===== config.mk =====
export PLATFORM = sky130hd
export DESIGN_NAME = hazard_ctrl
export DESIGN_NICKNAME = d
export VERILOG_FILES = /design/src/rtl/hazard_ctrl.sv
export SDC_FILE = /design/constraint.sdc
export NUM_CORES = 1
export LEC_CHECK = 0
export ABC_AREA = 1
export BUFFER_PORTS_ARGS = -buffer_cell sky130_fd_sc_hd__buf_2
export CAP_MARGIN = 20
export CELL_PAD_IN_SITES_DETAIL_PLACEMENT = 0
export CELL_PAD_IN_SITES_GLOBAL_PLACEMENT = 1
export CORE_AREA = 2 2 183 113
export CTS_CLUSTER_DIAMETER = 40
export DETAILED_ROUTE_END_ITERATION = 10
export DIE_AREA = 0 0 185 115
export GPL_TIMING_DRIVEN = 1
export PLACE_DENSITY = 0.8
export SYNTH_ARGS = -nofsm -noshare
export SYNTH_HDL_FRONTEND = slang
export SYNTH_SLANG_ARGS = --single-unit

===== constraint.sdc =====
create_clock -name clk -period 1.7 [get_ports clk]
set_input_delay 0.085 -clock clk [delete_from_list [all_inputs] [get_ports clk]]
set_output_delay 0.085 -clock clk [all_outputs]
set_load 0.05 [all_outputs]

===== src/rtl/hazard_ctrl.sv =====
// Hazard controller for the 5-stage pipe: tracks in-flight destinations,
// produces registered forwarding selects, load-use stalls, branch flushes and freeze.
module hazard_ctrl #(
    parameter int unsigned FLUSH_EXTRA = 0,
    parameter int unsigned CNT_W       = 32
) (
    input  logic             clk,
    input  logic             rst,
    input  logic             id_valid_i,
    input  logic [4:0]       id_rs1_i,
    input  logic [4:0]       id_rs2_i,
    input  logic             id_rs1_used_i,
    input  logic             id_rs2_used_i,
    input  logic [4:0]       id_rd_i,
    input  logic             id_rf_wr_en_i,
    input  logic             id_is_load_i,
    input  logic             ex_branch_taken_i,
    input  logic             mem_busy_i,
    output logic             stall_if_o,
    output logic             stall_id_o,
    output logic             flush_id_o,
    output logic             bubble_ex_o,
    output logic             freeze_o,
    output logic [1:0]       fwd_rs1_sel_o,
    output logic [1:0]       fwd_rs2_sel_o,
    output logic [CNT_W-1:0] lu_stall_cnt_o,
    output logic [CNT_W-1:0] flush_cnt_o
);

    localparam logic [0:0] ST_RUN   = 1'b0;
    localparam logic [0:0] ST_FLUSH = 1'b1;
    localparam logic [2:0] FX       = 3'(FLUSH_EXTRA);

    typedef struct packed {
        logic       valid;
        logic [4:0] rd;
        logic       wr_en;
        logic       is_load;
    } slot_t;

    slot_t            r_ex, r_mem, r_wb;
    logic [0:0]       r_state;
    logic [2:0]       r_fcnt;
    logic [1:0]       r_fwd1, r_fwd2;
    logic [CNT_W-1:0] r_lu_cnt, r_fl_cnt;

    function automatic logic hit(input slot_t s, input logic [4:0] rs, input logic used);
        return s.valid && s.wr_en && (s.rd == rs) && used && (rs != 5'd0);
    endfunction

    // Youngest producer wins: EX, then MEM, then WB (retire latch).
    function automatic logic [1:0] sel(input slot_t ex, input slot_t mem, input slot_t wb,
                                       input logic [4:0] rs, input logic used);
        if (hit(ex, rs, used))       return 2'd1;
        else if (hit(mem, rs, used)) return 2'd2;
        else if (hit(wb, rs, used))  return 2'd3;
        else                         return 2'd0;
    endfunction

    logic  w_freeze, w_flush, w_lu, w_issue, w_branch;
    slot_t w_id_slot;

    assign w_freeze  = mem_busy_i;
    assign w_branch  = !w_freeze && ex_branch_taken_i;
    assign w_flush   = !w_freeze && (ex_branch_taken_i || (r_state == ST_FLUSH));
    assign w_lu      = !w_freeze && !w_flush && id_valid_i && r_ex.is_load &&
                       (hit(r_ex, id_rs1_i, id_rs1_used_i) || hit(r_ex, id_rs2_i, id_rs2_used_i));
    assign w_issue   = id_valid_i && !w_freeze && !w_flush && !w_lu;
    assign w_id_slot = '{valid: 1'b1, rd: id_rd_i, wr_en: id_rf_wr_en_i, is_load: id_is_load_i};

    assign freeze_o    = w_freeze;
    assign stall_if_o  = w_freeze || w_lu;
    assign stall_id_o  = w_freeze || w_lu;
    assign flush_id_o  = w_flush;
    assign bubble_ex_o = w_flush || w_lu;

    assign fwd_rs1_sel_o  = r_fwd1;
    assign fwd_rs2_sel_o  = r_fwd2;
    assign lu_stall_cnt_o = r_lu_cnt;
    assign flush_cnt_o    = r_fl_cnt;

    always_ff @(posedge clk or negedge rst) begin
        if (!rst) begin
            r_ex   <= '0;
            r_mem  <= '0;
            r_wb   <= '0;
            r_fwd1 <= '0;
            r_fwd2 <= '0;
        end else if (!w_freeze) begin
            r_wb  <= r_mem;
            r_mem <= r_ex;
            if (w_issue) begin
                r_ex   <= w_id_slot;
                r_fwd1 <= sel(r_ex, r_mem, r_wb, id_rs1_i, id_rs1_used_i);
                r_fwd2 <= sel(r_ex, r_mem, r_wb, id_rs2_i, id_rs2_used_i);
            end else begin
                r_ex   <= '0;
                r_fwd1 <= '0;
                r_fwd2 <= '0;
            end
        end
    end

    // Flush lasts 1 + FLUSH_EXTRA unfrozen cycles; a repeat branch reloads the count.
    always_ff @(posedge clk or negedge rst) begin
        if (!rst) begin
            r_state <= ST_RUN;
            r_fcnt  <= '0;
        end else if (w_branch) begin
            if (FLUSH_EXTRA > 0) begin
                r_state <= ST_FLUSH;
                r_fcnt  <= FX;
            end else begin
                r_state <= ST_RUN;
                r_fcnt  <= '0;
            end
        end else if (!w_freeze && (r_state == ST_FLUSH)) begin
            r_fcnt <= r_fcnt - 3'd1;
            if (r_fcnt <= 3'd1) r_state <= ST_RUN;
        end
    end

    always_ff @(posedge clk or negedge rst) begin
        if (!rst) begin
            r_lu_cnt <= '0;
            r_fl_cnt <= '0;
        end else begin
            if (w_lu && (r_lu_cnt != '1))     r_lu_cnt <= r_lu_cnt + 1'b1;
            if (w_branch && (r_fl_cnt != '1)) r_fl_cnt <= r_fl_cnt + 1'b1;
        end
    end

endmodule


==> results.toml, run 1 <==
[routing]
drc = 0
first_pass_iters = 5
first_iter_violations = 548
routed_wl_mm = 20.9
ant_nets = 0
vias_per_cell = 4.73
wl_per_cell_um = 14.9
vias = 6631

[die]
fp-row-count = 40
initial_core_util_pct = 31.6
die_area_sq_um = 21300
die_h_um = 115
dieWidth_um = 185
pin_count = 97
coreArea_sq_um = 19600

[finish]
final_layout_size_suffix_gt1_share_pct = 29.6
antenna_cells = 0
mostFrequentLayoutCells = "nand2_1 (408), nor2_1 (98), buf_2 (92)"
regArea_sq_um = 2300
final_nets = 1151
layout_commonest_cell = "nand2_1"
syn_to_final_growth_pct = 37.5
nFillCells = 2051
finalInstanceArea_sq_um = 8530
finalNonFillerCells = 1403
multiInputGateArea_sq_um = 3740

[power_and_ir_drop]
total_leakage_power_nw = 4.22
power_density_nw_per_um2 = 701
total_power_mw = 5.98
ir_drop_mv = 0.899

[yosys]
yosys_register_bits = 90
yosysWarnings = 0
netlist_area_sq_um = 6210
synth.avg_cell_area_sq_um = 6.64
synth_cell_type_count = 31
ys_seq_area_share_pct = 36.3
syn_nets = 961
syn_inst = 935

[sta]
fin_crit_sh_pct = 107
hold_viol_final = 0
finalMaxSlewViolations = 0
worstMarginPinSlew_ns = 0.437
finalClockSkew_ns = 0.0112
hold-worst-slack_ns = 0.159
finalCriticalPeriod_ns = 1.82
max_freq_ghz = 0.551
timing.final.ws_setup_ns = -0.115
rsz0062_at_grt = "yes"
setup_viol = 46
slew_headroom_pct = 70.8

[clocking]
cts_sinks = 90
cts_buffer_depth = 2
clk_pin_slew_worst_paths_ns = 0.07
cts_made_buffers = 9
clockRootBuffer = "clkbuf_16"
cts_tree = "done"
worstSkewPairLatency_ns = 0.36
h-tree-depth = 3

[place]
place_hpwl_mm = 15.6
gp_congestion = 0.887
placed_area_sq_um = 7700
io_buffers = 96
placed_cells = 1359

[global_routing]
grt_max_degree = 40
grt_pass1_vias = 5875
grt_overflow = 0
antenna_found_initial = 0
track_usage_pct = 20.1
grt_pass1_wl_mm = 32.8

[critical_path]
startpoint_type = "flip-flop"
worst_ep_required_time_ns = 1.62
critPathKind = "reg -> out"
crit_arrival_ns = 1.73
worstSetupEndpointType = "output pin"
r2r_setup_slack_ns = -0.07
worstPathMaxFanout = 4

[run_status]
status = "complete, but fails checks"
violations = "negative setup slack"

[worst_hold_path]
holdCritPathClass = "in -> async"

[flow_run]
cap_violations = 0
==> flip-flops by register name, summed over array words and instances (netlist names) <==
signal and count:
flush_cnt_o 32, fwd_rs1_sel_o 2, fwd_rs2_sel_o 2, lu_stall_cnt_o 32, r_ex 8, r_mem 7
r_wb 7
==> cell families (layout without fill, tap and decap cells) <==
logic type      after synthesis  after routing  synth area share (%)
buf+inv                     103            298                  7.62
fa+ha+maj                     2              2                 0.403
compound gates               36             36                  3.27
flops                        90             90                  36.3
xor+xnor                     42             42                  5.93
simple gates                662            662                  46.5
==> report_power, final <==
part,leakage (nW),internal (mW),switching (mW)
Clock,0.155,1.33,0.946
Sequential,1.16,2.26,0.117
Combinational,2.90,0.464,0.859
Total,4.22,4.06,1.92
==> through the flow <==
step                setup slack [ns]  utilization, %  TNS (ns)
finish                        -0.115            43.5     -2.37
global route                  -0.222            43.5     -7.68
CTS                           -0.126            42.0     -1.85
detailed placement           -0.0744            39.2    -0.471
global placement             -0.0830            39.2    -0.618
floorplan                     -0.135               -     -2.92
==> cell usage after synthesis, drive strengths merged <==
| master | n | area, sq um |
|---|---|---|
| a21oi | 8 | 40.0 |
| and2 | 2 | 12.5 |
| buf | 25 | 178 |
| clkbuf | 3 | 11.3 |
| dfrtp | 90 | 2250 |
| ha | 2 | 25.0 |
| inv | 75 | 284 |
| nand2 | 425 | 1630 |
| nand3 | 40 | 220 |
| nand3b | 23 | 184 |
| nand4 | 41 | 257 |
| nor2 | 115 | 470 |
| nor3 | 16 | 111 |
| o21ai | 28 | 163 |
| xnor2 | 22 | 193 |
| xor2 | 20 | 175 |
==> cell type report <==
| class | count | share of cell area [%] |
|---|---|---|
| Tap cell | 273 | 4.00 |
| Timing Repair Buffer | 207 | 17.8 |
| Clock inverter | 6 | 1.04 |
| Clock buffer | 10 | 2.80 |
| Multi-Input combinational cell | 742 | 43.9 |
| Inverter | 75 | 3.45 |
| Sequential cell | 90 | 27.0 |
==> layer usage <==
layer	global-route usage, %	vias to the layer above	share of wire, %	wire length, um
met3	4.97	15	7.0	1470
met2	25.7	208	38	7860
met4	4.07	0	0.87	181
met5	0	-	0	0
li1	-	3329	-	-
met1	33.0	3079	54	11400
==> worst paths after layout <==
| check | startpoint | end | cells past startpoint |
|---|---|---|---|
| worst max-delay path | r_ex[5] | bubble_ex_o | 9 |
| worst min-delay path | rst | r_mem[2] | 2 |
| worst max register to register | r_ex[5] | lu_stall_cnt_o[20] | 11 |
| worst min register to register | r_ex[0] | r_ex[0] | 2 |
| max in group asynchronous | rst | flush_cnt_o[7] | 3 |
| min in group clk | mem_busy_i | flush_cnt_o[16] | 4 |
==> worst max-delay path, stage by stage, from the launching register on <==
cell	delay, ns
dfrtp_2	0.41
inv_2	0.05
a21oi_2	0.18
nand3_1	0.10
nor2_1	0.09
nand2_1	0.11
nand2_4	0.12
nand2_8	0.07
o21ai_2	0.08
buf_6	0.17
==> timing repair <==
action | 4_1_cts | 5_1_grt
pin swaps | 3 | 5
buffers inserted | 6 | 13
hold buffers | 7 | 1
endpoints found under the setup margin | 31 | 75
cloned | 0 | 2
endpoints found under the hold margin | 96 | 1
gates resized for setup | 22 | 39
No activity file was read; power rests on OpenSTA's default activity.
==> run 2: changes to the inputs <==
Settings changed: ABC_AREA 1 to unset, CORE_AREA 2 2 183 113 to 2 2 157 97, DIE_AREA 0 0 185 115 to 0 0 159 99, PLACE_DENSITY 0.8 to 0.77, RECOVER_POWER set to 100.
==> run 2 against run 1 <==
Net effect: the flow still finishes with violations (negative setup slack); core utilization rose by 7.6 points; global-route usage fell by 2.8 points; sequential share of layout area rose by 4.7 points; setup slack got worse by 0.27 ns; sequential power barely moved; count of clock-buffer cells in the layout rose by 4; critical path type is now reg -> reg.
==> results.toml, run 2 <==
[run_status]
status = "complete, but fails checks"
violations = "negative setup slack"

[sta]
finalCriticalPeriod_ns = 2.09
fin_crit_sh_pct = 123
finalMaxSlewViolations = 0
worstMarginPinSlew_ns = 0.684
max_freq_ghz = 0.480
finalClockSkew_ns = 0.00542
finalSetupTns_ns = -11.87
slew_headroom_pct = 54.6
timing.final.ws_setup_ns = -0.385
rsz0062_at_grt = "yes"
setup_viol = 59
hold_viol_final = 0
hold-worst-slack_ns = 0.210

[yosys]
synth_edf_count = 0
synth_most_common_cell = "dfrtp_1"
synth_flop_cell = "dfrtp_1"
syn_inst = 406
yosys.area.top_type_share_pct = 49.9
yosysWarnings = 0
synth_cell_type_count = 44
synth_xor_area_share_pct = 17.3
yosys_register_bits = 90
yosysTopAreaCell = "dfrtp_1"
synth_top_family_by_area = "simple AND/OR/NAND/NOR gates"
async_reset_ff_share_pct = 100
synthMuxAreaShare_pct = 3.99
netlist_area_sq_um = 4510
synth.avg_cell_area_sq_um = 11.1
synthAdderAreaFrac_pct = 0.555
ys_seq_area_share_pct = 49.9
synth_compound_area_share_pct = 4.94
syn_nets = 432
synth_area_leaders = "dfrtp_1 (50%), xnor2_1 (10%), xor2_1 (6.8%)"
synth-simple-area-share_pct = 21.4
synth_common_cells = "dfrtp_1 (90), xnor2_1 (54), xor2_1 (35), nand3_1 (30)"

[die]
die_area_sq_um = 15700
pin_count = 97
die_h_um = 99
fp-row-count = 34
coreArea_sq_um = 14300
dieWidth_um = 159
initial_core_util_pct = 31.6

[place]
io_buffers = 96
place_hpwl_mm = 10.1
gp_congestion = 0.845
pre_cts_slack_ns = -0.446
placed_area_sq_um = 6390

[flow_run]
cap_violations = 0

[finish]
final_nets = 696
syn_to_final_growth_pct = 61.8
final_layout_size_suffix_gt1_share_pct = 49.2
mostFrequentLayoutCells = "buf_4 (131), clkbuf_1 (77), xnor2_1 (54)"
finalInstanceArea_sq_um = 7300
antenna_cells = 0
layout_commonest_cell = "buf_4"

[global_routing]
grt_pass1_vias = 4186
grt_max_degree = 43
grt_pass1_wl_mm = 21.5
antenna_found_initial = 0
track_usage_pct = 17.3
grt_overflow = 0

[power_and_ir_drop]
ir_drop_mv = 0.715
power_density_nw_per_um2 = 722
total_leakage_power_nw = 3.27
total_power_mw = 5.27

[worst_hold_path]
holdCritPathClass = "in -> reg"

[clocking]
clk_pin_slew_worst_paths_ns = 0.06
clockRootBuffer = "clkbuf_16"
h-tree-depth = 3
cts_made_buffers = 9
worstSkewPairLatency_ns = 0.34
cts_tree = "done"
cts_buffer_depth = 2
cts_sinks = 90

[critical_path]
crit_path_max_incr_delay_ns = 0.43
critPathKind = "reg -> reg"
worstSetupEndpointType = "flip-flop"
startpoint_type = "flip-flop"
r2r_setup_slack_ns = -0.39
worstPathMaxFanout = 17
crit_arrival_ns = 2.31
worst_ep_required_time_ns = 1.92
crit_chain = "xnor2_1 -> nand4_1 -> nor3_4 -> buf_6 -> o2111ai_4 -> buf_12 -> buf_4 -> mux2_4"
crit_slowest_cell = "dfrtp_1"

[routing]
wl_per_cell_um = 15.8
drc = 0
ant_nets = 0
vias = 4106
vias_per_cell = 4.70
routed_wl_mm = 13.8
first_iter_violations = 150
first_pass_iters = 4
## run 2: per-layer routing
layer / part of all wire [%] / up-vias / GRT usage, %
met5: 0 / - / 0
met4: 0.86 / 0 / 4.20
met3: 4.7 / 13 / 4.17
met2: 45 / 106 / 27.6
met1: 50 / 2025 / 24.0
li1: - / 1962 / -
## run 2: final cells by class
| class | count | area (sq um) |
|---|---|---|
| Sequential cell | 90 | 2310 |
| Inverter | 6 | 22.5 |
| Fill cell | 1321 | 6990 |
| Timing Repair Buffer | 264 | 1810 |
| Clock buffer | 14 | 264 |
| Multi-Input combinational cell | 299 | 2640 |
| Clock inverter | 2 | 12.5 |
| Tap cell | 198 | 248 |
## run 2: kinds of logic after synthesis
| kind of cell | Yosys count |
|---|---|
| simple gates | 169 |
| flops | 90 |
| xor+xnor | 89 |
| compound gates | 23 |
| buf+inv | 17 |
| mux | 16 |
| fa+ha+maj | 2 |
## run 2: path summary, 6_finish.rpt
path	from	cells after the start	endpoint
worst min-delay path	mem_busy_i	4	fwd_rs2_sel_o[0]
worst max register to register	r_ex[2]	8	lu_stall_cnt_o[1]
worst max-delay path	r_ex[2]	8	lu_stall_cnt_o[1]
worst min register to register	fwd_rs2_sel_o[0]	2	fwd_rs2_sel_o[0]
min in group asynchronous	rst	2	flush_cnt_o[9]
max in group asynchronous	rst	3	lu_stall_cnt_o[4]
## run 2: what timing repair did
action | in CTS | in global routing
gates resized for setup | 39 | 51
cloned | 0 | 1
endpoints found under the hold margin | 33 | 0
pin swaps | 18 | 52
hold buffers | 8 | 0
setup endpoints to repair | 60 | 70
buffers inserted | 12 | 20
## run 2: where the power goes
part | switching, mW | total, mW | internal (mW)
Combinational | 0.613 | 1.01 | 0.394
Clock | 0.806 | 1.88 | 1.07
Sequential | 0.123 | 2.39 | 2.26
Total | 1.54 | 5.27 | 3.73
## run 2: critical path, delay by kind of cell, from the launching register on
| kind | cells | cell delay [ns] |
|---|---|---|
| buf+inv | 3 | 0.48 |
| simple gates | 2 | 0.46 |
| flops | 1 | 0.43 |
| compound gates | 1 | 0.11 |
| xor+xnor | 1 | 0.18 |
| mux | 1 | 0.29 |
## run 2: through the flow
step | utilization (%) | std cells
2_1_floorplan | - | 406
3_3_place_gp | 44.7 | 818
3_5_place_dp | 44.7 | 818
4_1_cts | 49.2 | 854
5_1_grt | 51.1 | 873
6_report | 51.1 | 873
==> run 3: changes to the inputs <==
Settings changed: CORE_AREA 2 2 157 97 to 2 2 144 90, DIE_AREA 0 0 159 99 to 0 0 146 92, PLACE_DENSITY 0.77 to 0.86, SKIP_LAST_GASP set to 1.
==> run 3 against run 2 <==
Net effect: via count shrank 0.44%; the flow still finishes with violations (negative setup slack); sequential power is essentially flat; first-iteration DRC count grew 42%; non-clock buffer count shrank 22.
==> results.toml, run 3 (synthesized netlist as in run 2, its figures left out) <==
[run_status]
status = "complete, but fails checks"
violations = "negative setup slack"

[routing]
first_iter_violations = 213
drc = 0
vias = 4088
routed_wl_mm = 12.8
first_pass_iters = 5
vias_per_cell = 4.97
ant_nets = 0
wl_per_cell_um = 15.6

[sta]
rsz0062_at_grt = "yes"
fin_crit_sh_pct = 117
finalClockSkew_ns = 0.00761
slew_headroom_pct = 50.5
finalCriticalPeriod_ns = 1.98
worstMarginPinSlew_ns = 0.743
hold_viol_final = 0
hold-worst-slack_ns = 0.269
finalMaxSlewViolations = 0
timing.final.ws_setup_ns = -0.281
finalSetupTns_ns = -9.38
max_freq_ghz = 0.505
setup_viol = 63

[place]
io_buffers = 96
gp_congestion = 0.848
place_hpwl_mm = 9.66
placed_cells = 784
placed_area_sq_um = 6300
pre_cts_slack_ns = -0.418

[power_and_ir_drop]
total_power_mw = 5.57
total_leakage_power_nw = 3.12
power_density_nw_per_um2 = 801
ir_drop_mv = 0.512

[critical_path]
reg2reg_depth = 9
startpoint_type = "flip-flop"
worst_ep_required_time_ns = 1.62
crit_arrival_ns = 1.90
crit_path_max_incr_delay_ns = 0.42
worstPathMaxFanout = 12
critPathKind = "reg -> out"
worstSetupEndpointType = "output pin"
crit_slowest_cell = "dfrtp_1"
crit_chain = "xnor2_1 -> nand4_1 -> nor3_4 -> o211ai_4 -> buf_12 -> nand2b_4 -> buf_8"

[flow_run]
cap_violations = 0

[die]
die_h_um = 92
initial_core_util_pct = 36.6
dieWidth_um = 146
pin_count = 97
fp-row-count = 32
die_area_sq_um = 13400
coreArea_sq_um = 12300

[clocking]
clockRootBuffer = "clkbuf_16"
worstSkewPairLatency_ns = 0.34
cts_tree = "done"
clk_pin_slew_worst_paths_ns = 0.07
cts_sinks = 90
cts_buffer_depth = 2
cts_made_buffers = 9
h-tree-depth = 3

[finish]
syn_to_final_growth_pct = 54.1
utilization_pct = 56.4
finalNonFillerCells = 823
final_nets = 674
mostFrequentLayoutCells = "buf_4 (121), clkbuf_1 (76), xnor2_1 (52)"
antenna_cells = 0
layout_commonest_cell = "buf_4"
final_layout_size_suffix_gt1_share_pct = 46.4
finalInstanceArea_sq_um = 6950

[global_routing]
grt_overflow = 0
grt_pass1_wl_mm = 20.3
grt_pass1_vias = 4003
antenna_found_initial = 0
grt_max_degree = 47
track_usage_pct = 18.9

[worst_hold_path]
min_path_cells = 5
holdCritPathClass = "in -> reg"
==> run 3: where the power goes <==
group          leakage [nW]  internal, mW  switching [mW]  total [mW]
combinational          1.82         0.407           0.645        1.05
sequential             1.15          2.26           0.103        2.37
clock                 0.149          1.33           0.819        2.15
==> run 3: layout make-up <==
| cell class | instances | area (sq um) |
|---|---|---|
| clock buffers | 12 | 246 |
| well taps | 170 | 213 |
| inverters | 6 | 22.5 |
| clock inverters | 4 | 75.1 |
| fillers | 1118 | 5380 |
| multi-input cells | 299 | 2510 |
| repair buffers | 242 | 1570 |
| flip-flops and latches | 90 | 2310 |
==> run 3: what timing repair did <==
action,in CTS,in global routing
hold buffers,8,0
setup buffers,8,7
setup endpoints to repair,65,68
endpoints found under the hold margin,97,0
pin swaps,9,37
resized for setup,21,38
==> run 3: worst max-delay path, delay by kind of cell (launching register included) <==
family	cells	cell delay, ns
AND/OR/NAND/NOR	3	0.50
XOR/XNOR	1	0.18
AO/OA/AOI/OAI	1	0.12
buffers and inverters	2	0.33
flip-flops	1	0.42
==> run 3: final timing paths <==
path	from	endpoint	slack (ns)
min in group asynchronous	rst	flush_cnt_o[27]	0.34
worst max register to register	r_ex[2]	lu_stall_cnt_o[21]	-0.26
max in group asynchronous	rst	lu_stall_cnt_o[4]	0.16
worst max-delay path	r_ex[2]	stall_if_o	-0.28
worst min register to register	fwd_rs2_sel_o[0]	fwd_rs2_sel_o[0]	0.50
worst min-delay path	ex_branch_taken_i	r_ex[7]	0.27
==> run 3: layer usage <==
layer | global-route usage [%] | vias up | part of all wire, %
met4 | 2.99 | 0 | 0.48
met5 | 0 | - | 0
li1 | - | 1918 | -
met2 | 29.4 | 119 | 46
met1 | 27.5 | 2045 | 48
met3 | 4.48 | 6 | 5.4
